[src/rtl/fp_add_issuer_if.sv]
// Operand/result handshake bundle between an operand source/result consumer and fp_add_issuer.
// Ports: in_valid/in_ready/in_a/in_b carry operand pairs in; out_valid/out_ready/out_sum carry results out.
// master = source/consumer side, slave = issuer side.
interface fp_add_issuer_if #(
  parameter int W = 32
);
  logic         in_valid;
  logic         in_ready;
  logic [W-1:0] in_a;
  logic [W-1:0] in_b;
  logic         out_valid;
  logic         out_ready;
  logic [W-1:0] out_sum;

  modport master (
    output in_valid, in_a, in_b, out_ready,
    input  in_ready, out_valid, out_sum
  );

  modport slave (
    input  in_valid, in_a, in_b, out_ready,
    output in_ready, out_valid, out_sum
  );
endinterface

[src/rtl/fp_add_issuer.sv]
// Initiator for the FP adder's level-sensitive start/done protocol; one operation in flight at a time.
// Ports: i_clk/i_rst_n (async active-low), bus (slave: operand in, result out), o_op_a/o_op_b/o_start
// to the adder, i_done/i_sum_in from the adder, o_busy, o_timeout_err. Optional macro: FP_ISSUE_TIMEOUT_EN.
module fp_add_issuer #(
  parameter int W       = 32,
  parameter int TIMEOUT = 64
) (
  input  logic          i_clk,
  input  logic          i_rst_n,
  fp_add_issuer_if.slave bus,
  output logic [W-1:0]  o_op_a,
  output logic [W-1:0]  o_op_b,
  output logic          o_start,
  input  logic          i_done,
  input  logic [W-1:0]  i_sum_in,
  output logic          o_busy,
  output logic          o_timeout_err
);

  typedef enum logic [1:0] {
    S_IDLE = 2'd0,
    S_ARM  = 2'd1,
    S_WAIT = 2'd2,
    S_OUT  = 2'd3
  } state_t;

  state_t       r_state;
  logic         r_start;
  logic         r_out_valid;
  logic         r_busy;
  logic [W-1:0] r_op_a;
  logic [W-1:0] r_op_b;
  logic [W-1:0] r_out_sum;

  logic w_in_ready;
  logic w_accept;
  logic w_wd_hit;

  // Acceptance is gated on done so a still-running adder is never re-started.
  assign w_in_ready = (r_state == S_IDLE) && i_done;
  assign w_accept   = bus.in_valid && w_in_ready;

  always_ff @(posedge i_clk or negedge i_rst_n) begin
    if (!i_rst_n) begin
      r_state     <= S_IDLE;
      r_start     <= 1'b0;
      r_out_valid <= 1'b0;
      r_busy      <= 1'b0;
      r_op_a      <= '0;
      r_op_b      <= '0;
      r_out_sum   <= '0;
    end else begin
      case (r_state)
        S_IDLE: begin
          if (w_accept) begin
            // Operands stay put until the next acceptance; the adder loads them after start falls.
            r_op_a  <= bus.in_a;
            r_op_b  <= bus.in_b;
            r_start <= 1'b1;
            r_busy  <= 1'b1;
            r_state <= S_ARM;
          end
        end
        S_ARM: begin
          // Hold start until the adder acknowledges by dropping done.
          if (!i_done) begin
            r_start <= 1'b0;
            r_state <= S_WAIT;
          end else if (w_wd_hit) begin
            r_start <= 1'b0;
            r_busy  <= 1'b0;
            r_state <= S_IDLE;
          end
        end
        S_WAIT: begin
          if (i_done) begin
            r_out_sum   <= i_sum_in;
            r_out_valid <= 1'b1;
            r_state     <= S_OUT;
          end else if (w_wd_hit) begin
            r_busy  <= 1'b0;
            r_state <= S_IDLE;
          end
        end
        S_OUT: begin
          if (bus.out_ready) begin
            r_out_valid <= 1'b0;
            r_busy      <= 1'b0;
            r_state     <= S_IDLE;
          end
        end
        default: begin
          r_start     <= 1'b0;
          r_out_valid <= 1'b0;
          r_busy      <= 1'b0;
          r_state     <= S_IDLE;
        end
      endcase
    end
  end

`ifdef FP_ISSUE_TIMEOUT_EN
  localparam int CW = $clog2(TIMEOUT) + 1;

  logic [CW-1:0] r_wd_cnt;
  logic          r_timeout_err;
  logic          w_stuck;

  // Stuck means the current wait state is not leaving on this edge.
  assign w_stuck  = ((r_state == S_ARM) && i_done) || ((r_state == S_WAIT) && !i_done);
  assign w_wd_hit = w_stuck && (r_wd_cnt == CW'(TIMEOUT - 1));

  always_ff @(posedge i_clk or negedge i_rst_n) begin
    if (!i_rst_n) begin
      r_wd_cnt      <= '0;
      r_timeout_err <= 1'b0;
    end else begin
      if (w_accept) begin
        r_wd_cnt <= '0;
      end else if ((r_state == S_ARM) || (r_state == S_WAIT)) begin
        r_wd_cnt <= r_wd_cnt + CW'(1);
      end
      if (w_wd_hit) begin
        r_timeout_err <= 1'b1;
      end
    end
  end

  assign o_timeout_err = r_timeout_err;
`else
  assign w_wd_hit      = 1'b0;
  assign o_timeout_err = 1'b0;
`endif

  assign bus.in_ready  = w_in_ready;
  assign bus.out_valid = r_out_valid;
  assign bus.out_sum   = r_out_sum;
  assign o_op_a        = r_op_a;
  assign o_op_b        = r_op_b;
  assign o_start       = r_start;
  assign o_busy        = r_busy;

endmodule

[src/flat_wrapper.sv]
// flat-port wrapper written by rule: the top's interface ports become plain ports
module fp_add_issuer_flat 
#(
  parameter int W       = 32,
  parameter int TIMEOUT = 64
)
  (i_clk, i_rst_n, o_op_a, o_op_b, o_start, i_done, i_sum_in, o_busy, o_timeout_err, bus_in_valid, bus_in_a, bus_in_b, bus_out_ready, bus_in_ready, bus_out_valid, bus_out_sum);
  fp_add_issuer_if #(.W(W)) bus_i ();
  input  logic i_clk;
  input  logic i_rst_n;
  output logic [W-1:0] o_op_a;
  output logic [W-1:0] o_op_b;
  output logic o_start;
  input  logic i_done;
  input  logic [W-1:0] i_sum_in;
  output logic o_busy;
  output logic o_timeout_err;
  input wire logic [$bits(bus_i.in_valid)-1:0] bus_in_valid;
  input wire logic [$bits(bus_i.in_a)-1:0] bus_in_a;
  input wire logic [$bits(bus_i.in_b)-1:0] bus_in_b;
  input wire logic [$bits(bus_i.out_ready)-1:0] bus_out_ready;
  output wire logic [$bits(bus_i.in_ready)-1:0] bus_in_ready;
  output wire logic [$bits(bus_i.out_valid)-1:0] bus_out_valid;
  output wire logic [$bits(bus_i.out_sum)-1:0] bus_out_sum;
  assign bus_i.in_valid = bus_in_valid;
  assign bus_i.in_a = bus_in_a;
  assign bus_i.in_b = bus_in_b;
  assign bus_i.out_ready = bus_out_ready;
  assign bus_in_ready = bus_i.in_ready;
  assign bus_out_valid = bus_i.out_valid;
  assign bus_out_sum = bus_i.out_sum;
  fp_add_issuer #(.W(W), .TIMEOUT(TIMEOUT)) u_core (.i_clk(i_clk), .i_rst_n(i_rst_n), .bus(bus_i), .o_op_a(o_op_a), .o_op_b(o_op_b), .o_start(o_start), .i_done(i_done), .i_sum_in(i_sum_in), .o_busy(o_busy), .o_timeout_err(o_timeout_err));
endmodule
[config.mk]
export PLATFORM = sky130hd
export DESIGN_NAME = fp_add_issuer_flat
export DESIGN_NICKNAME = d
export VERILOG_FILES = /design/src/rtl/fp_add_issuer_if.sv /design/src/rtl/fp_add_issuer.sv /design/src/flat_wrapper.sv
export SDC_FILE = /design/constraint.sdc
export NUM_CORES = 1
export LEC_CHECK = 0
export CAP_MARGIN = 20
export CELL_PAD_IN_SITES_DETAIL_PLACEMENT = 0
export CELL_PAD_IN_SITES_GLOBAL_PLACEMENT = 1
export CORE_MARGIN = 2
export CORE_UTILIZATION = 45
export DETAILED_ROUTE_END_ITERATION = 8
export DONT_BUFFER_PORTS = 1
export PLACE_DENSITY = 0.73
export SYNTH_ARGS = -nofsm -noshare
export SYNTH_HDL_FRONTEND = slang
export SYNTH_SLANG_ARGS = --single-unit
[constraint.sdc]
create_clock -name i_clk -period 3.6 [get_ports i_clk]
set_input_delay 0.54 -clock i_clk [delete_from_list [all_inputs] [get_ports i_clk]]
set_output_delay 0.54 -clock i_clk [all_outputs]
set_load 0.02 [all_outputs]
==> flow_summary.toml <==
[status]
outcome = "finished, final reports clean"

[finish]
syn_to_final_growth_pct = 6.94
stdcell_area_um2 = 4200
nets = 347
regArea_um2 = 2530
multi_input_area_um2 = 1290
drive_gt1_frac = 0.478
fillers = 751
antenna_cells = 0

[critical_path]
path_depth = 6
crit_arrival_ns = 2.47
cp_slowest_cell = "nand2_2"
cp.required_ns = 3.83
cp_top_family = "simple AND/OR/NAND/NOR gates"
critPathMaxFanout = 42
crit_chain = "inv_1, ha_1, and2_2, nand2_2, buf_12, mux2_2"
crit_type = "reg -> reg"
cp-start-kind = "flip-flop"
reg2reg_depth = 6
reg2reg_slack_ns = 1.36
critPathMaxStageDelay_ns = 0.48
cp-end-kind = "flip-flop"
cp_num_buf_inv = 2

[clock_tree]
cts_tree = "built"
htree_num_levels = 3
root_buffer = "clkbuf_8"
cts_buffer_depth = 2
cts_buffers = 9
clkLatencyLatePin_ns = 0.35
clkTransAtPathRegs_ns = 0.10
cts-resized-gates = 0
cts_setup_buffers = 0
cts_sinks = 101

[global_routing]
grt_overflow_total = 0
grt_pass1_wl_mm = 10.6
first_global_vias = 2025
grt_use_total = 0.143
grt_max_degree = 102
antenna_found_initial = 0

[timing]
holdWs_ns = 0.109
grt_setup_unrepaired = "false"
final-hold-violation-count = 0
setup_tns_ns = 0
worstMarginPinSlew_ns = 0.603
drv_slew = 0
setup_violations = 0
slew-limit-headroom = 0.597
fmax_mhz = 445
finClkSkew_ns = 0.00940
timing.final.crit_share = 0.624
fin_crit_ns = 2.24

[logic_synthesis]
syn-cell-area_um2 = 3930
syn_avg_cell_area_um2 = 16.6
yosys_warnings = 0
synth_cell_types = 23
synth_async_sr_flop_share = 1.00
yosysSeqAreaShare = 0.643
synth-main-ff-cell = "dfrtp_1"
syn_nets = 343
ys_seq_elements = 101
synth_edf_count = 0
synthCells = 237

[die]
start_util = 0.457
die-area_um2 = 9500
die_w_um = 97.5
rows = 34
die_h_um = 97.5
core-area_um2 = 8590
ios = 202

[detailed_routing]
drt-total-wl_mm = 6.78
dr.first_iter.drc_count = 31
drtAntennaViolNets = 0
firstDrtPassIters = 3
drc = 0
vias = 1896
detail_route.wl_per_cell_um = 19.2
avgViaCountPerCell = 5.37

[placement]
portBuffers = 0
place_area_um2 = 3990
dp_hpwl_mm = 4.82
place_congestion = 0.780

[power_and_ir_drop]
vdd_ir_drop_max_uv = 386
power.leakage_nw = 1.85
powerDensity_nw_per_um2 = 1040

[worst_hold_path]
hp-class = "in -> async"

[job]
max_cap_viol_count = 0
-- logic make-up (layout without fill, tap and decap cells) --
| logic type | count (synthesis) | count (layout) | share of synthesized area |
|---|---|---|---|
| AND/OR/NAND/NOR | 10 | 10 | 0.0140 |
| flip-flops | 101 | 101 | 0.643 |
| AO/OA/AOI/OAI | 10 | 10 | 0.0185 |
| adder cells (fa/ha/maj) | 5 | 5 | 0.0159 |
| buffers and inverters | 13 | 21 | 0.0296 |
| multiplexers | 97 | 97 | 0.278 |
| other | 1 | 1 | 0.000954 |
-- power breakdown --
part / switching, mW / internal, mW / leakage, nW
Clock: 0.372 / 0.322 / 0.0931
Combinational: 0.312 / 0.570 / 0.558
Sequential: 1.10 / 1.71 / 1.20
Total: 1.78 / 2.60 / 1.85
-- final timing paths --
path / start / to
max: u_core.r_state[0]$_DFFE_PN0P_ / u_core.o_op_b[26]$_DFFE_PN0P_
min: i_rst_n / u_core.o_op_a[20]$_DFFE_PN0P_
min in group i_clk: i_sum_in[18] / u_core.bus.out_sum[18]$_DFFE_PN0P_
max in group asynchronous: i_rst_n / u_core.o_op_b[20]$_DFFE_PN0P_
min reg2reg: u_core.r_state[0]$_DFFE_PN0P_ / u_core.r_state[0]$_DFFE_PN0P_
max reg2reg: u_core.r_state[0]$_DFFE_PN0P_ / u_core.o_op_b[26]$_DFFE_PN0P_
-- cell usage in the layout, fill, tap and decap left out, types with 2 or more instances in the layout --
master | Yosys | routed
clkbuf_8 | 6 | 9
nand2_1 | 2 | 2
nand2b_1 | 2 | 2
inv_6 | 0 | 2
dfrtp_1 | 101 | 101
ha_1 | 5 | 5
inv_1 | 3 | 3
o21ai_0 | 4 | 4
mux2_2 | 97 | 97
-- synth_stat cells, drive strengths merged (2+ instances only) --
cell	n	area share
o21ai	4	0.0051
inv	3	0.0029
ha	5	0.016
mux2	97	0.28
nand2	3	0.0035
dfrtp	101	0.64
and2	2	0.0035
nand2b	2	0.0032
buf	4	0.0057
clkbuf	6	0.021
-- cell type report --
cell class | count | area share
sequential | 101 | 0.601
multi-input combinational | 123 | 0.306
tap | 108 | 0.0322
clock buffer | 10 | 0.0304
clock inverter | 5 | 0.0143
timing repair buffer | 3 | 0.0131
inverter | 3 | 0.00268
-- stage by stage --
step	setup slack (ns)	std cells	utilization	total power, mW
floorplan	1.88	237	-	3.49
global placement	1.38	337	0.464	3.66
detailed placement	1.32	337	0.464	3.71
CTS	1.30	353	0.489	4.44
global route	1.19	353	0.489	4.63
finish	1.36	353	0.489	4.38
-- sequential cells by signal, indices dropped and copies added (netlist names) --
name	count
u_core.bus.out_sum	32
u_core.bus.out_valid	1
u_core.o_busy	1
u_core.o_op_a	32
u_core.o_op_b	32
u_core.o_start	1
u_core.r_state	2
-- per-layer routing --
metal / share of wire / GRT usage / vias up / routed length [um]
li1: - / - / 826 / -
met1: 0.36 / 0.157 / 926 / 2450
met2: 0.49 / 0.227 / 136 / 3290
met3: 0.14 / 0.0799 / 8 / 938
met4: 0.015 / 0.0609 / 0 / 103
met5: 0 / 0 / - / 0
-- what timing repair did --
action,CTS,global route
endpoints found under the hold margin,101,0
hold buffers,1,0
endpoints found under the setup margin,0,0
No activity file was read; power rests on OpenSTA's default activity.
